[src/rtl/uart_pkg.sv]
// Shared types and helpers for the score-line UART transmitter.
// UART_TX_PARITY_EN adds an even-parity bit to every frame.
package uart_pkg;

    localparam int MSG_LEN = 7;
    localparam logic [7:0] ASCII_ZERO  = 8'h30;
    localparam logic [7:0] ASCII_DASH  = 8'h2D;
    localparam logic [7:0] ASCII_QMARK = 8'h3F;
    localparam logic [7:0] ASCII_CR    = 8'h0D;
    localparam logic [7:0] ASCII_LF    = 8'h0A;

    typedef enum logic [2:0] {
        S_IDLE,
        S_START,
        S_DATA,
`ifdef UART_TX_PARITY_EN
        S_PARITY,
`endif
        S_STOP
    } tx_state_e;

    function automatic logic [7:0] bcd2ascii(input logic [3:0] d);
        return (d < 4'd10) ? (ASCII_ZERO + {4'h0, d}) : ASCII_QMARK;
    endfunction

    // Line layout: tens/ones of player 1, dash, player 2, CR LF
    function automatic logic [7:0] msg_byte(
        input logic [2:0] idx,
        input logic [3:0] d0,
        input logic [3:0] d1,
        input logic [3:0] d2,
        input logic [3:0] d3
    );
        logic [7:0] b;
        case (idx)
            3'd0:    b = bcd2ascii(d1);
            3'd1:    b = bcd2ascii(d0);
            3'd2:    b = ASCII_DASH;
            3'd3:    b = bcd2ascii(d3);
            3'd4:    b = bcd2ascii(d2);
            3'd5:    b = ASCII_CR;
            default: b = ASCII_LF;
        endcase
        return b;
    endfunction

endpackage

[src/rtl/uart_score_tx_if.sv]
// Byte handshake between the line sequencer and the serializer.
// start/data are taken in the cycle done pulses, giving back-to-back frames.
interface uart_score_tx_if;
    logic       start;
    logic [7:0] data;
    logic       done;

    modport master (output start, output data, input done);
    modport slave  (input start, input data, output done);
endinterface

[src/rtl/uart_tx_byte.sv]
// Single-byte UART serializer with its own baud counter.
// UART_TX_PARITY_EN inserts an even-parity bit before the stop bit.
module uart_tx_byte
    import uart_pkg::*;
#(
    parameter int DIV = 16
) (
    input  logic             clk,
    input  logic             rst_n,
    uart_score_tx_if.slave   bif,
    output logic             o_tx
);

    localparam int CW = $clog2(DIV + 1);

    tx_state_e     r_state;
    tx_state_e     w_state_nxt;
    logic [CW-1:0] r_cnt;
    logic [2:0]    r_bit;
    logic [2:0]    w_bit_nxt;
    logic [7:0]    r_shift;
    logic          r_tx;
    logic          w_tx_nxt;
    logic          w_tick;
    logic          w_load;

    assign w_tick   = (r_cnt == CW'(DIV - 1));
    assign bif.done = (r_state == S_STOP) && w_tick;
    assign w_load   = bif.start && ((r_state == S_IDLE) || bif.done);
    assign o_tx     = r_tx;

    always_comb begin
        w_state_nxt = r_state;
        w_bit_nxt   = r_bit;
        unique case (r_state)
            S_IDLE:  if (bif.start) w_state_nxt = S_START;
            S_START: if (w_tick) begin
                w_state_nxt = S_DATA;
                w_bit_nxt   = 3'd0;
            end
            S_DATA:  if (w_tick) begin
                w_bit_nxt = r_bit + 3'd1;
                if (r_bit == 3'd7) begin
`ifdef UART_TX_PARITY_EN
                    w_state_nxt = S_PARITY;
`else
                    w_state_nxt = S_STOP;
`endif
                end
            end
`ifdef UART_TX_PARITY_EN
            S_PARITY: if (w_tick) w_state_nxt = S_STOP;
`endif
            S_STOP:  if (w_tick) begin
                w_state_nxt = bif.start ? S_START : S_IDLE;
            end
            default: w_state_nxt = S_IDLE;
        endcase

        // Line level for the next cycle keeps o_tx registered
        unique case (w_state_nxt)
            S_START:  w_tx_nxt = 1'b0;
            S_DATA:   w_tx_nxt = r_shift[w_bit_nxt];
`ifdef UART_TX_PARITY_EN
            S_PARITY: w_tx_nxt = ^r_shift;
`endif
            default:  w_tx_nxt = 1'b1;
        endcase
    end

    always_ff @(posedge clk or negedge rst_n) begin
        if (!rst_n) begin
            r_state <= S_IDLE;
            r_cnt   <= '0;
            r_bit   <= 3'd0;
            r_shift <= 8'h00;
            r_tx    <= 1'b1;
        end else begin
            r_state <= w_state_nxt;
            r_bit   <= w_bit_nxt;
            r_tx    <= w_tx_nxt;
            if (w_load) r_shift <= bif.data;
            if ((r_state == S_IDLE) || w_tick) r_cnt <= '0;
            else                               r_cnt <= r_cnt + 1'b1;
        end
    end

endmodule

[src/rtl/uart_score_tx.sv]
// Sends the score line "tens ones - tens ones CR LF" on each send request.
// UART_TX_PARITY_EN switches the framing from 8N1 to 8E1.
module uart_score_tx
    import uart_pkg::*;
#(
    parameter int CLK_HZ = 100_000_000,
    parameter int BAUD   = 9600
) (
    input  logic       clk,
    input  logic       reset,
    input  logic       send,
    input  logic [3:0] dig0,
    input  logic [3:0] dig1,
    input  logic [3:0] dig2,
    input  logic [3:0] dig3,
    output logic       busy,
    output logic       RsTx
);

    localparam int DIV = CLK_HZ / BAUD;

    uart_score_tx_if bif ();

    logic       r_active;
    logic       r_pending;
    logic [2:0] r_idx;
    logic [3:0] r_snap0;
    logic [3:0] r_snap1;
    logic [3:0] r_snap2;
    logic [3:0] r_snap3;
    logic       w_req;
    logic       w_last;
    logic       w_line;
    logic       w_next;

    assign w_req  = send || r_pending;
    assign w_last = bif.done && (r_idx == 3'(MSG_LEN - 1));
    assign w_line = w_req && (!r_active || w_last);
    assign w_next = bif.done && !w_last;

    // First byte of a new line comes from the live digits being snapshotted
    assign bif.start = w_line || w_next;
    assign bif.data  = w_line ? bcd2ascii(dig1)
                     : msg_byte(r_idx + 3'd1, r_snap0, r_snap1,
                                r_snap2, r_snap3);
    assign busy = r_active;

    always_ff @(posedge clk or negedge reset) begin
        if (!reset) begin
            r_active  <= 1'b0;
            r_pending <= 1'b0;
            r_idx     <= 3'd0;
            r_snap0   <= 4'h0;
            r_snap1   <= 4'h0;
            r_snap2   <= 4'h0;
            r_snap3   <= 4'h0;
        end else if (w_line) begin
            r_active  <= 1'b1;
            r_pending <= 1'b0;
            r_idx     <= 3'd0;
            r_snap0   <= dig0;
            r_snap1   <= dig1;
            r_snap2   <= dig2;
            r_snap3   <= dig3;
        end else begin
            if (w_last)            r_active  <= 1'b0;
            if (w_next)            r_idx     <= r_idx + 3'd1;
            if (r_active && send)  r_pending <= 1'b1;
        end
    end

    uart_tx_byte #(
        .DIV (DIV)
    ) u_ser (
        .clk   (clk),
        .rst_n (reset),
        .bif   (bif),
        .o_tx  (RsTx)
    );

endmodule

[config.mk]
export PLATFORM = sky130hd
export DESIGN_NAME = uart_score_tx
export DESIGN_NICKNAME = d
export VERILOG_FILES = /design/src/rtl/uart_pkg.sv /design/src/rtl/uart_score_tx_if.sv /design/src/rtl/uart_tx_byte.sv /design/src/rtl/uart_score_tx.sv
export SDC_FILE = /design/constraint.sdc
export NUM_CORES = 1
export LEC_CHECK = 0
export BUFFER_PORTS_ARGS = -buffer_cell sky130_fd_sc_hd__buf_2
export CORE_UTILIZATION = 38
export DETAILED_ROUTE_END_ITERATION = 7
export GPL_TIMING_DRIVEN = 0
export PLACE_DENSITY_LB_ADDON = 0.25
export SETUP_SLACK_MARGIN = 0.05
export SLEW_MARGIN = 30
export SYNTH_ARGS = -nofsm -noshare
export SYNTH_HDL_FRONTEND = slang
export SYNTH_SLANG_ARGS = --single-unit
[constraint.sdc]
create_clock -name clk -period 2.7 [get_ports clk]
set_clock_uncertainty 0.2 [all_clocks]
set_input_delay 0.27 -clock clk [delete_from_list [all_inputs] [get_ports clk]]
set_output_delay 0.27 -clock clk [all_outputs]
set_load 0.05 [all_outputs]
==> summary.md, run 1 <==
| Metric | Value |
|---|---|
| Dpl hpwl | `around 4000 um` |
| R2R cell count | `11` |
| Vias in the first global route | `~2100` |
| WL/cell | `13.2 um` |
| Clock Root Buffer | `clkbuf_8` |
| Min-Delay Path Class | `in2reg` |
| RePlAce Congestion | `about 0.81` |
| Share of cells above drive strength 1 | `0.197` |
| # diodes | `0` |
| Worst vdd ir | `0.186 mV` |
| RSZ-0062 raised after global routing | `yes` |
| First-pass GRT wire length | `between 9000 and 10000 um` |
| Slew HR | `0.596` |
| IO Port Bufs | `20` |
| Final wirelength | `5820 um` |
| Die Height | `85.9 um` |
| Clock Tree Buf Depth | `2` |
| EDFF count, synth | `0` |
| Synthesized Nets | `~330` |
| Leakage | `approximately 0.0016 uW` |
| Final Power | `between 1000 and 1500 uW` |
| Vias | `2220` |
| Final WS setup | `-0.0366 ns` |
| Total Routing Usage GR | `0.166` |
| Net count reported at finish | `~370` |
| Critical Path AT | `between 2 and 3 ns` |
| Initial antenna violation count | `0` |
| Area after DPL | `2920 um2` |
| DRT Pass-1 Iters | `4` |
| Top cell type's share of synthesized area | `0.439` |
| I/O pin count | `21` |
| Fmax achieved | `roughly 370 MHz` |
| Via density | `about 5.0` |
| Die Footprint | `around 7400 um2` |
| Grt ovf | `0` |
| CTS tree | `yes` |
| Synth-to-layout area growth | `23.2%` |
| Final hold vios | `0` |
| WP data required | `approximately 2.7 ns` |
| Worst hold path cell count | `3` |
| Initial Util | `0.394` |
| Antenna Nets Post-Route | `0` |
| Crit path launch type | `flip-flop` |
| Worst path cell trace | `nor4b_4 -> and4_1 -> buf_6 -> inv_6 -> ha_4 -> nor2b_4 -> o2bb2ai_2 -> a211o_4 -> mux2i_1 -> mux2_4 -> o31ai_4` |
| Cells after Synth | `~300` |
| Flops & latches, synth | `48` |
| Synth warn | `0` |
| Status | `complete, but fails checks` |
| # setup viols final | `1` |
| Max-cap viol count | `0` |
| WS Path Type | `reg2reg` |
| Area contributors post-synth | `dfrtp_1 44%, nand2_1 8.8%, ha_1 4.7%` |
| Largest net degree at the start of global routing | `slightly below 50` |
| Iter 0 DRT Violations | `approximately 110` |
| Worst skew pair latency | `just over 0.3 ns` |
| Worst-path maximum fanout | `4` |
| DIE WIDTH | `about 86 um` |
| Failing checks | `setup timing` |
| Register area share after synthesis | `0.449` |
| Post-route cell area | `3300 um2` |
| CTS Buf Count | `5` |
| H-tree levels | `2` |
| Distinct cell type count of the synthesized netlist | `56` |
| Period utilisation layout | `1.01` |
| Synthesized area | `between 2000 and 3000 um2` |
| Row count | `30` |
| DRC Markers | `0` |
| Slew @ Worst Pin | `approximately 0.61 ns` |
| Power Dens Cells | `410 nW/um2` |
| Commonest register cell after synthesis | `dfrtp_1` |
| Clk slew on worst S/H paths | `approximately 0.1 ns` |
| Core Footprint | `6790 um2` |
| Max Transition Viols Final | `0` |
| Critical-path top delay cell | `dfrtp_1` |
| Syn avg cell area | `around 9 um2` |
| CTS sink cnt | `48` |
| CP max stage delay | `about 0.44 ns` |
| Final min period | `2.74 ns` |
| Async SR Flop Fraction | `1.00` |
| Worst Setup End Kind | `flip-flop` |
| Dominant cell type by area after synthesis | `dfrtp_1` |
## cells in the final DEF (no fill, tap or decap), types with 4 or more instances in the layout
cell type / Yosys / routed
a21oi_1: 17 / 17
xor2_1: 7 / 7
o22ai_1: 4 / 4
inv_1: 13 / 13
xnor2_1: 5 / 5
clkbuf_1: 5 / 4
o21ai_0: 16 / 16
nor2_1: 26 / 26
a31oi_1: 4 / 4
dfrtp_1: 47 / 46
nand3_1: 9 / 9
buf_4: 0 / 9
nand2_1: 63 / 63
buf_2: 4 / 21
ha_1: 10 / 8
nor2b_1: 7 / 6
dlygate4sd3_1: 0 / 15
clkbuf_8: 0 / 6
mux2i_1: 5 / 5
## path summary, 6_finish.rpt
kind	start	to	slack, ns
min	dig1[3]	r_snap1[3]	0.01
max reg2reg	u_ser.r_cnt[9]	u_ser.o_tx	-0.04
max in group asynchronous	reset	u_ser.r_cnt[4]	1.55
min in group asynchronous	reset	u_ser.r_cnt[0]	0.31
min reg2reg	r_snap2[0]	r_snap2[0]	0.26
max	u_ser.r_cnt[9]	u_ser.o_tx	-0.04
## registers in the layout, summed over array words and instances (netlist names)
signal	count
busy	1
r_idx	3
r_pending	1
r_snap0	4
r_snap1	4
r_snap2	4
r_snap3	4
u_ser.o_tx	1
u_ser.r_bit	3
u_ser.r_cnt	14
u_ser.r_shift	6
u_ser.r_state	3
## metrics by stage
stage / util / instances / setup TNS (ns) / setup slack (ns) / hold slack (ns)
after detailed placement: 0.429 / 412 / -0.288 / -0.288 / 0.129
after CTS: 0.479 / 441 / -0.154 / -0.154 / 0.00765
after global placement: 0.429 / 412 / -0.270 / -0.270 / 0.247
after global routing: 0.485 / 442 / -0.185 / -0.145 / 0.0101
final: 0.485 / 442 / -0.0366 / -0.0366 / 0.0108
after floorplan: - / 296 / -0.0379 / -0.0379 / -0.226
## worst max-delay path: cells and delay by family (launching register included)
family | cells | cell delay, ns
AND/OR/NAND/NOR | 3 | 0.68
multiplexers | 2 | 0.42
adder cells (fa/ha/maj) | 1 | 0.19
buffers and inverters | 2 | 0.15
flip-flops | 1 | 0.44
AO/OA/AOI/OAI | 3 | 0.58
## metal layers
| metal | global-route usage | routed length (um) |
|---|---|---|
| met1 | 0.224 | 2780 |
| met4 | 0.0485 | 114 |
| met5 | 0 | 0 |
| met2 | 0.271 | 2760 |
| met3 | 0.0308 | 168 |
## layout make-up
cell class,instances,area (um2)
fill,638,3500
multi-input combinational,223,1420
sequential,48,1200
timing repair buffer,43,313
tap,96,120
clock buffer,6,82.6
buffer,10,58.8
inverter,14,57.6
clock inverter,2,38.8
## synthesized netlist by cell type, types with 3 or more instances
master and number:
a21oi_1 17, xnor2_1 5, clkbuf_1 5, xor2_1 7
nand2b_1 3, inv_1 13, mux2i_1 5, nand2_1 63
nor2_1 26, nand3b_1 3, a31oi_1 4, ha_1 10
nor2b_1 7, dfrtp_1 47, o21ai_0 16, or3_1 3
nand4_1 3, o22ai_1 4, nand3_1 9, buf_2 4
## power by group
part	internal [uW]	switching [uW]
clock network	303	248
logic	37.8	36.7
registers	723	4.31
total	1060	289
## logic make-up after synthesis
kind of cell / count (synthesis) / share of synthesized area
mux: 9 / 0.0369
fa+ha+maj: 10 / 0.0468
buf+inv: 25 / 0.0421
compound gates: 62 / 0.154
xor+xnor: 12 / 0.0393
flops: 48 / 0.449
other cells: 1 / 0.00140
simple gates: 129 / 0.230
## repair_timing
action,CTS,global route
hold buffers,15,0
resized for setup,4,6
pin swaps,5,2
setup endpoints to repair,2,16
endpoints found under the hold margin,61,0
setup buffers,7,1
Power figures use the tool's default switching activity.
==> run 2: changes to the inputs <==
--- a/config.mk
+++ b/config.mk
@@ -6,7 +6,7 @@
 export NUM_CORES = 1
 export LEC_CHECK = 0
 export BUFFER_PORTS_ARGS = -buffer_cell sky130_fd_sc_hd__buf_2
-export CORE_UTILIZATION = 38
+export CORE_UTILIZATION = 25
 export DETAILED_ROUTE_END_ITERATION = 7
 export GPL_TIMING_DRIVEN = 0
 export PLACE_DENSITY_LB_ADDON = 0.25
==> run 2 against run 1 <==
Effect of this change: the flow still finishes with violations (setup timing); critical endpoint unchanged; sequential power barely moved; global-route usage fell by 4.6 points; clock power fell by 17%; critical path depth did not move; cell count rose by 9.3%; register-to-register slack got worse by 0.04 ns; highest routed layer unchanged; non-clock buffer count rose by 1.
==> summary.md, run 2 (synthesis gave the netlist of run 1 again) <==
| Metric | Value |
|---|---|
| CTS sink cnt | `48 (unchanged)` |
| Delay-heaviest family, CP | `simple AND/OR/NAND/NOR gates` |
| DRT Pass-1 Iters | `4 (unchanged)` |
| Final wirelength | `6110 um (+5.0%)` |
| Failing checks | `setup timing` |
| RSZ-0062 raised after global routing | `yes` |
| Levels on crit path | `11 (unchanged)` |
| Antenna Nets Post-Route | `0 (unchanged)` |
| Dpl cells | `452 (+9.7%)` |
| Synth-to-layout area growth | `25.2%` |
| Finished Layout Cells | `483 (+9.3%)` |
| Worst skew pair latency | `0.31 ns (about the same)` |
| Setup WS pre-CTS | `-0.300 ns (-0.0118 ns)` |
| IO Port Bufs | `20 (unchanged)` |
| Slew @ Worst Pin | `0.626 ns (+0.0201 ns)` |
| Max-cap viol count | `0 (unchanged)` |
| Final WS setup | `-0.0814 ns (-0.0448 ns)` |
| Final hold vios | `0 (unchanged)` |
| Worst hold path cell count | `3 (unchanged)` |
| Core Footprint | `10400 um2 (+53%)` |
| Leakage | `0.00156 uW (-0.33%)` |
| Iter 0 DRT Violations | `61 (-42%)` |
| Total Routing Usage GR | `0.120 (-0.0458)` |
| Vias in the first global route | `2187 (+4.2%)` |
| Filler Cell Count | `1118 (+75%)` |
| CP max stage delay | `0.45 ns (about the same)` |
| Clk slew on worst S/H paths | `0.09 ns (about the same)` |
| TNS Setup | `-0.0814 ns (-0.0448 ns)` |
| Most common library cell in the layout ignoring fill and taps | `nand2_1` |
| End of the critical path | `u_ser.o_tx` |
| Slew HR | `0.582 (-0.0134)` |
| Worst vdd ir | `0.190 mV (+2.3%)` |
| Largest net degree at the start of global routing | `49 (unchanged)` |
| Final Power | `1260 uW (-6.9%)` |
| Flop2flop setup slack | `-0.08 ns (-0.04 ns)` |
| Most frequent cells in the layout | `63 x nand2_1, 44 x dfrtp_1, 26 x nor2_1, 21 x buf_2, 17 x a21oi_1` |
| First-pass GRT wire length | `10700 um (+10%)` |
| DRC Markers | `0 (unchanged)` |
| CP startpoint | `u_ser.r_cnt[9]` |
| I/O pin count | `21 (unchanged)` |
| Reg2reg end | `u_ser.o_tx` |
| # setup viols final | `1 (unchanged)` |
| CTS tree | `yes` |
| CTS Buf Count | `5 (unchanged)` |
| Net count reported at finish | `375 (+0.27%)` |
| Status | `complete, but fails checks` |
| Row count | `37 (+23%)` |
| Via density | `4.51 (-10%)` |
| Period utilisation layout | `1.03 (+0.0166)` |
| Min-Delay Path Class | `in2reg` |
| Initial antenna violation count | `0 (unchanged)` |
| # diodes | `0 (unchanged)` |
| RePlAce Congestion | `0.808 (-0.57%)` |
| Number of flip-flops in the largest register | `14 (unchanged)` |
| WP data required | `2.73 ns (about the same)` |
| Reg-to-reg startpoint | `u_ser.r_cnt[9]` |
| Die Footprint | `11100 um2 (+51%)` |
| Share of cells above drive strength 1 | `0.207 (+0.0110)` |
| Worst path cell trace | `nor4b_4 -> and4_1 -> buf_6 -> inv_6 -> ha_4 -> nor2b_4 -> o2bb2ai_2 -> a211o_4 -> mux2i_1 -> mux2_4 -> o31ai_4` |
| Clock Root Buffer | `clkbuf_8` |
| Critical Path AT | `2.81 ns (+0.05 ns)` |
| Vias | `2178 (-1.9%)` |
| Top reg by flops | `u_ser.r_cnt` |
| DIE WIDTH | `105 um (+23%)` |
| Critical-path top delay cell | `dfrtp_2` |
| Worst Setup End Kind | `flip-flop` |
| Crit path buffers/inverters | `2 (unchanged)` |
| Max Transition Viols Final | `0 (unchanged)` |
| WS Path Type | `reg2reg` |
| Worst-path maximum fanout | `4 (unchanged)` |
| Die Height | `105 um (+23%)` |
| Initial Util | `0.258 (-0.136)` |
| Clock Tree Buf Depth | `2 (unchanged)` |
| Grt ovf | `0 (unchanged)` |
| Power Dens Cells | `376 nW/um2 (-8.4%)` |
| R2R cell count | `11 (unchanged)` |
| Final min period | `2.78 ns (+0.0448 ns)` |
| Dpl hpwl | `4240 um (+6.3%)` |
| Crit path launch type | `flip-flop` |
| H-tree levels | `2 (unchanged)` |
| WL/cell | `12.7 um (-3.9%)` |
| Fmax achieved | `360 MHz (-1.6%)` |
| Top Registers | `u_ser.r_cnt: 14 flops, u_ser.r_shift: 6 flops` |
==> run 2: area by class of cell <==
| type | instances | area [um2] | share of cell area |
|---|---|---|---|
| Sequential cell | 48 | 1210 | 0.360 |
| Timing Repair Buffer | 44 | 323 | 0.0963 |
| Clock inverter | 2 | 10.0 | 0.00299 |
| Inverter | 14 | 57.6 | 0.0172 |
| Clock buffer | 6 | 82.6 | 0.0246 |
| Tap cell | 136 | 170 | 0.0508 |
| Buffer | 10 | 60.1 | 0.0179 |
| Multi-Input combinational cell | 223 | 1440 | 0.430 |
==> run 2: power breakdown <==
group / switching, uW / internal (uW) / total, uW
logic: 37.2 / 38.1 / 75.3
clock network: 251 / 205 / 456
registers: 5.66 / 723 / 729
==> run 2: routing by layer <==
metal  part of all wire  vias up  wire length (um)  GRT usage
li1                   -     1114                 -          -
met3              0.020        7               124     0.0260
met5                  0        -                 0          0
met1               0.52     1034              3170      0.168
met2               0.45       23              2760      0.191
met4             0.0095        0                58     0.0211
==> run 2: repair_timing <==
item,in CTS,in global routing
hold buffers,16,0
setup endpoints to repair,2,24
pin swaps,4,4
setup buffers,6,2
endpoints found under the hold margin,62,0
resized for setup,9,10
==> run 2: how the worst min path moves through the flow <==
| stage | start | endpoint |
|---|---|---|
| floorplan | reset | busy |
| global placement | r_snap1[0] | r_snap1[0] |
| detailed placement | reset | r_snap1[2] |
| CTS | dig1[1] | r_snap1[1] |
| global route | dig1[1] | r_snap1[1] |
| finish | dig1[1] | r_snap1[1] |
==> run 2: metrics by stage <==
| stage | utilization | area (um2) | hold WS (ns) |
|---|---|---|---|
| after global routing | 0.323 | 3350 | 0.0300 |
| after floorplan | - | 2690 | -0.226 |
| after detailed placement | 0.286 | 2970 | 0.142 |
| after CTS | 0.318 | 3300 | 0.00219 |
| after global placement | 0.286 | 2960 | 0.256 |
| final | 0.323 | 3350 | 0.00615 |
==> run 2: worst reg2reg max path, cell delays in order (launching register included) <==
cell	delay, ns
dfrtp_2	0.45
nor4b_4	0.33
and4_1	0.25
buf_6	0.12
inv_6	0.03
ha_4	0.20
nor2b_4	0.12
o2bb2ai_2	0.12
a211o_4	0.30
mux2i_1	0.13
mux2_4	0.28
o31ai_4	0.18
==> run 3: changes to the inputs <==
--- a/config.mk
+++ b/config.mk
@@ -5,6 +5,7 @@
 export SDC_FILE = /design/constraint.sdc
 export NUM_CORES = 1
 export LEC_CHECK = 0
+export ABC_AREA = 1
 export BUFFER_PORTS_ARGS = -buffer_cell sky130_fd_sc_hd__buf_2
 export CORE_UTILIZATION = 25
 export DETAILED_ROUTE_END_ITERATION = 7
==> run 3 against run 2 <==
Effect of this change: die area fell by 2.0%; largest cell class unchanged; the run now ends clean; largest power group unchanged; combinational power fell by 19%; global-route usage fell by 0.75 points; first-iteration DRC count rose by 26%.
==> summary.md, run 3 <==
| Metric | Value |
|---|---|
| Initial Util | `0.256 (-0.00188)` |
| Post-synthesis compound-gate area fraction | `0.120 (-0.0340)` |
| Top Registers | `u_ser.r_cnt: 14 flops, u_ser.r_shift: 6 flops` |
| Synth cell count leaders | `101 x nand2_1, 47 x dfrtp_1, 42 x inv_1` |
| Grt met3 use | `0.0207 (-0.00530)` |
| Number of flip-flops in the largest register | `14 (unchanged)` |
| Async SR Flop Fraction | `1.00 (unchanged)` |
| Leakage | `0.00156 uW (about the same)` |
| Critical Path AT | `2.43 ns (-0.38 ns)` |
| Most used routing layer | `met2` |
| Flops & latches, synth | `48 (unchanged)` |
| Most common library cell in the layout ignoring fill and taps | `nand2_1` |
| Clock Root Buffer | `clkbuf_8` |
| Die Footprint | `10900 um2 (-2.0%)` |
| Final min period | `2.38 ns (-0.403 ns)` |
| Max Transition Viols Final | `0 (unchanged)` |
| Fraction of synthesized cell area in xor and xnor cells | `0.00668 (-0.0326)` |
| Row count | `37 (unchanged)` |
| Worst Setup End Kind | `flip-flop` |
| Hold Crit Start | `dig1[3]` |
| Reg-to-reg startpoint | `u_ser.r_cnt[9]` |
| Synth warn | `0 (unchanged)` |
| Final wirelength | `5520 um (-9.7%)` |
| Grt ovf | `0 (unchanged)` |
| I/O pin count | `21 (unchanged)` |
| Distinct cell type count of the synthesized netlist | `36 (-36%)` |
| Synthesized Nets | `369 (+14%)` |
| Register area share after synthesis | `0.459 (+0.00944)` |
| WS Path Type | `reg2reg` |
| Via density | `4.22 (-6.3%)` |
| Adder-Cell Fraction of Synth Area | `0.0477 (+0.000982)` |
| Dominant cell type by area after synthesis | `dfrtp_1` |
| DRC Markers | `0 (unchanged)` |
| WL/cell | `10.6 um (-16%)` |
| Area contributors post-synth | `dfrtp_1 45%, nand2_1 14%, inv_1 6.0%` |
| Crit-path most repeated cell | `nand2_1` |
| CP max stage delay | `0.46 ns (about the same)` |
| Delay-heaviest family, CP | `simple AND/OR/NAND/NOR gates` |
| # setup viols final | `0 (-1)` |
| Final Power | `1350 uW (+7.6%)` |
| Min-Delay Path Class | `in2reg` |
| Critical-path top delay cell | `dfrtp_1` |
| # diodes | `0 (unchanged)` |
| Initial antenna violation count | `0 (unchanged)` |
| Core Footprint | `10200 um2 (-1.3%)` |
| IO Port Bufs | `20 (unchanged)` |
| Max-cap viol count | `0 (unchanged)` |
| Post-synthesis mux area share | `0 (-0.0369)` |
| Most frequent cells in the layout | `101 x nand2_1, 47 x dfrtp_1, 42 x inv_1, 29 x nor2_1, 26 x o21ai_0` |
| Worst path cell trace | `nor2_2 -> nand3_1 -> nor2_2 -> nand2_1 -> ha_1 -> inv_1 -> nand2_1 -> nand3_1 -> o21ai_0 -> nand2_1 -> nand2_1 -> nand2_1 -> nand2_1 -> nand2_1 -> nand2_1` |
| Period utilisation layout | `0.881 (-0.149)` |
| Crit path launch type | `flip-flop` |
| Vias | `2205 (+1.2%)` |
| RePlAce Congestion | `0.737 (-8.8%)` |
| Largest family of logic cells by synthesized area | `simple AND/OR/NAND/NOR gates` |
| First-pass GRT wire length | `10000 um (-6.5%)` |
| Antenna Nets Post-Route | `0 (unchanged)` |
| DRT Pass-1 Iters | `4 (unchanged)` |
| Flop2flop setup slack | `0.32 ns (+0.40 ns)` |
| Worst-path maximum fanout | `7 (+3)` |
| Top reg by flops | `u_ser.r_cnt` |
| Vias in the first global route | `2241 (+2.5%)` |
| WP data required | `2.75 ns (+0.02 ns)` |
| CTS sink cnt | `48 (unchanged)` |
| Synth-to-layout area growth | `22.1%` |
| CTS tree | `yes` |
| Fmax achieved | `420 MHz (+17%)` |
| Most common cell in the netlist | `nand2_1` |
| TNS Setup | `0 ns (+0.0814 ns)` |
| Top cell type's share of synthesized area | `0.449 (+0.00923)` |
| Net count reported at finish | `414 (+10%)` |
| Worst skew pair latency | `0.30 ns (about the same)` |
| Share of cells above drive strength 1 | `0.132 (-0.0754)` |
| CP startpoint | `u_ser.r_cnt[9]` |
| DIE WIDTH | `104 um (-1.0%)` |
| Dpl hpwl | `4060 um (-4.3%)` |
| Area after DPL | `2890 um2 (-2.4%)` |
| Worst vdd ir | `0.193 mV (+1.6%)` |
| Met2 Use GR | `0.190 (-0.00110)` |
| Post-route cell area | `3200 um2 (-4.5%)` |
| Slew @ Worst Pin | `0.629 ns (+0.00247 ns)` |
| Met1 Usage GRT | `0.146 (-0.0218)` |
| H-tree levels | `2 (unchanged)` |
| Filler Cell Count | `1112 (-0.54%)` |
| Status | `finished, final reports clean` |
| Crit path buffers/inverters | `1 (-1)` |
| Clock Tree Buf Depth | `2 (unchanged)` |
| Slew HR | `0.581 (-0.00165)` |
| Total Routing Usage GR | `0.112 (-0.00752)` |
| Syn avg cell area | `7.71 um2 (-15%)` |
| Largest net degree at the start of global routing | `49 (unchanged)` |
| Cells after Synth | `340 (+15%)` |
| Commonest register cell after synthesis | `dfrtp_1` |
| EDFF count, synth | `0 (unchanged)` |
| RSZ-0062 raised after global routing | `no` |
| Final hold vios | `0 (unchanged)` |
| Post-Synth Simple-Gate Area | `0.290 (+0.0602)` |
| Die Height | `104 um (-1.0%)` |
| Synthesized area | `2620 um2 (-2.1%)` |
| Clk slew on worst S/H paths | `0.10 ns (about the same)` |
| Iter 0 DRT Violations | `77 (+26%)` |
| Power Dens Cells | `423 nW/um2 (+13%)` |
| CTS Buf Count | `5 (unchanged)` |
[run 3: cell types whose count changed in the layout (fill, tap and decap cells not counted), sizes merged, moves of 6 or more]
cell	before	now
nor3	2	9
nand2	63	105
o21ai	18	30
nor2	26	34
buf	32	25
inv	14	45
clkbuf	12	6
nand3	9	16
nor2b	7	0
[run 3: per-stage QoR]
step	cells	hold slack, ns	util	setup slack (ns)
2_1_floorplan	340	-0.226	-	0.529
6_report	522	0.0131	0.313	0.321
4_1_cts	520	0.0101	0.310	0.174
3_3_place_gp	496	0.250	0.283	0.185
3_5_place_dp	496	0.142	0.283	0.205
5_1_grt	522	0.0242	0.313	0.0528
[run 3: area by class of cell]
class / count / area [um2] / area share
clock inverter: 2 / 38.8 / 0.0121
sequential: 48 / 1200 / 0.376
multi-input combinational: 243 / 1230 / 0.385
timing repair buffer: 38 / 278 / 0.0868
inverter: 46 / 176 / 0.0551
buffer: 3 / 20.0 / 0.00625
tap: 136 / 170 / 0.0532
clock buffer: 6 / 82.6 / 0.0258
[run 3: kinds of logic (layout without fill, tap and decap cells)]
kind of cell	after synthesis	after routing
fa+ha+maj	10	10
xor+xnor	2	2
flops	48	48
buf+inv	49	95
compound gates	56	56
simple gates	174	174
other cells	1	1
[run 3: where the power goes]
group / leakage, uW / total (uW) / internal [uW] / switching [uW]
clock network: 0.0000614 / 568 / 303 / 265
logic: 0.000892 / 60.8 / 29.6 / 31.2
registers: 0.000610 / 726 / 723 / 3.24
[run 3: path summary, 6_finish.rpt]
path                                        to  depth (start not counted)
worst min-delay path                r_snap1[3]                          3
worst max-delay path                u_ser.o_tx                         15
worst min register to register  u_ser.r_cnt[0]                          1
min in group asynchronous       u_ser.r_cnt[7]                          2
worst max register to register      u_ser.o_tx                         15
max in group asynchronous           r_snap3[3]                          2
[run 3: what timing repair did]
item	in CTS	in global routing
buffers inserted	0	2
endpoints found under the setup margin	0	1
hold endpoints to repair	62	0
hold buffers	16	0
gates resized for setup	0	2
[run 3: worst min-delay path, cell delays in order]
cell and delay [ns]:
buf_2 0.09, nand2_1 0.06, o21ai_0 0.07
[run 3: per-layer routing]
layer  routed length, um  share of wire
met5                   0              0
met2                2550           0.46
met3                 113          0.020
met4                  65          0.012
met1                2800           0.51
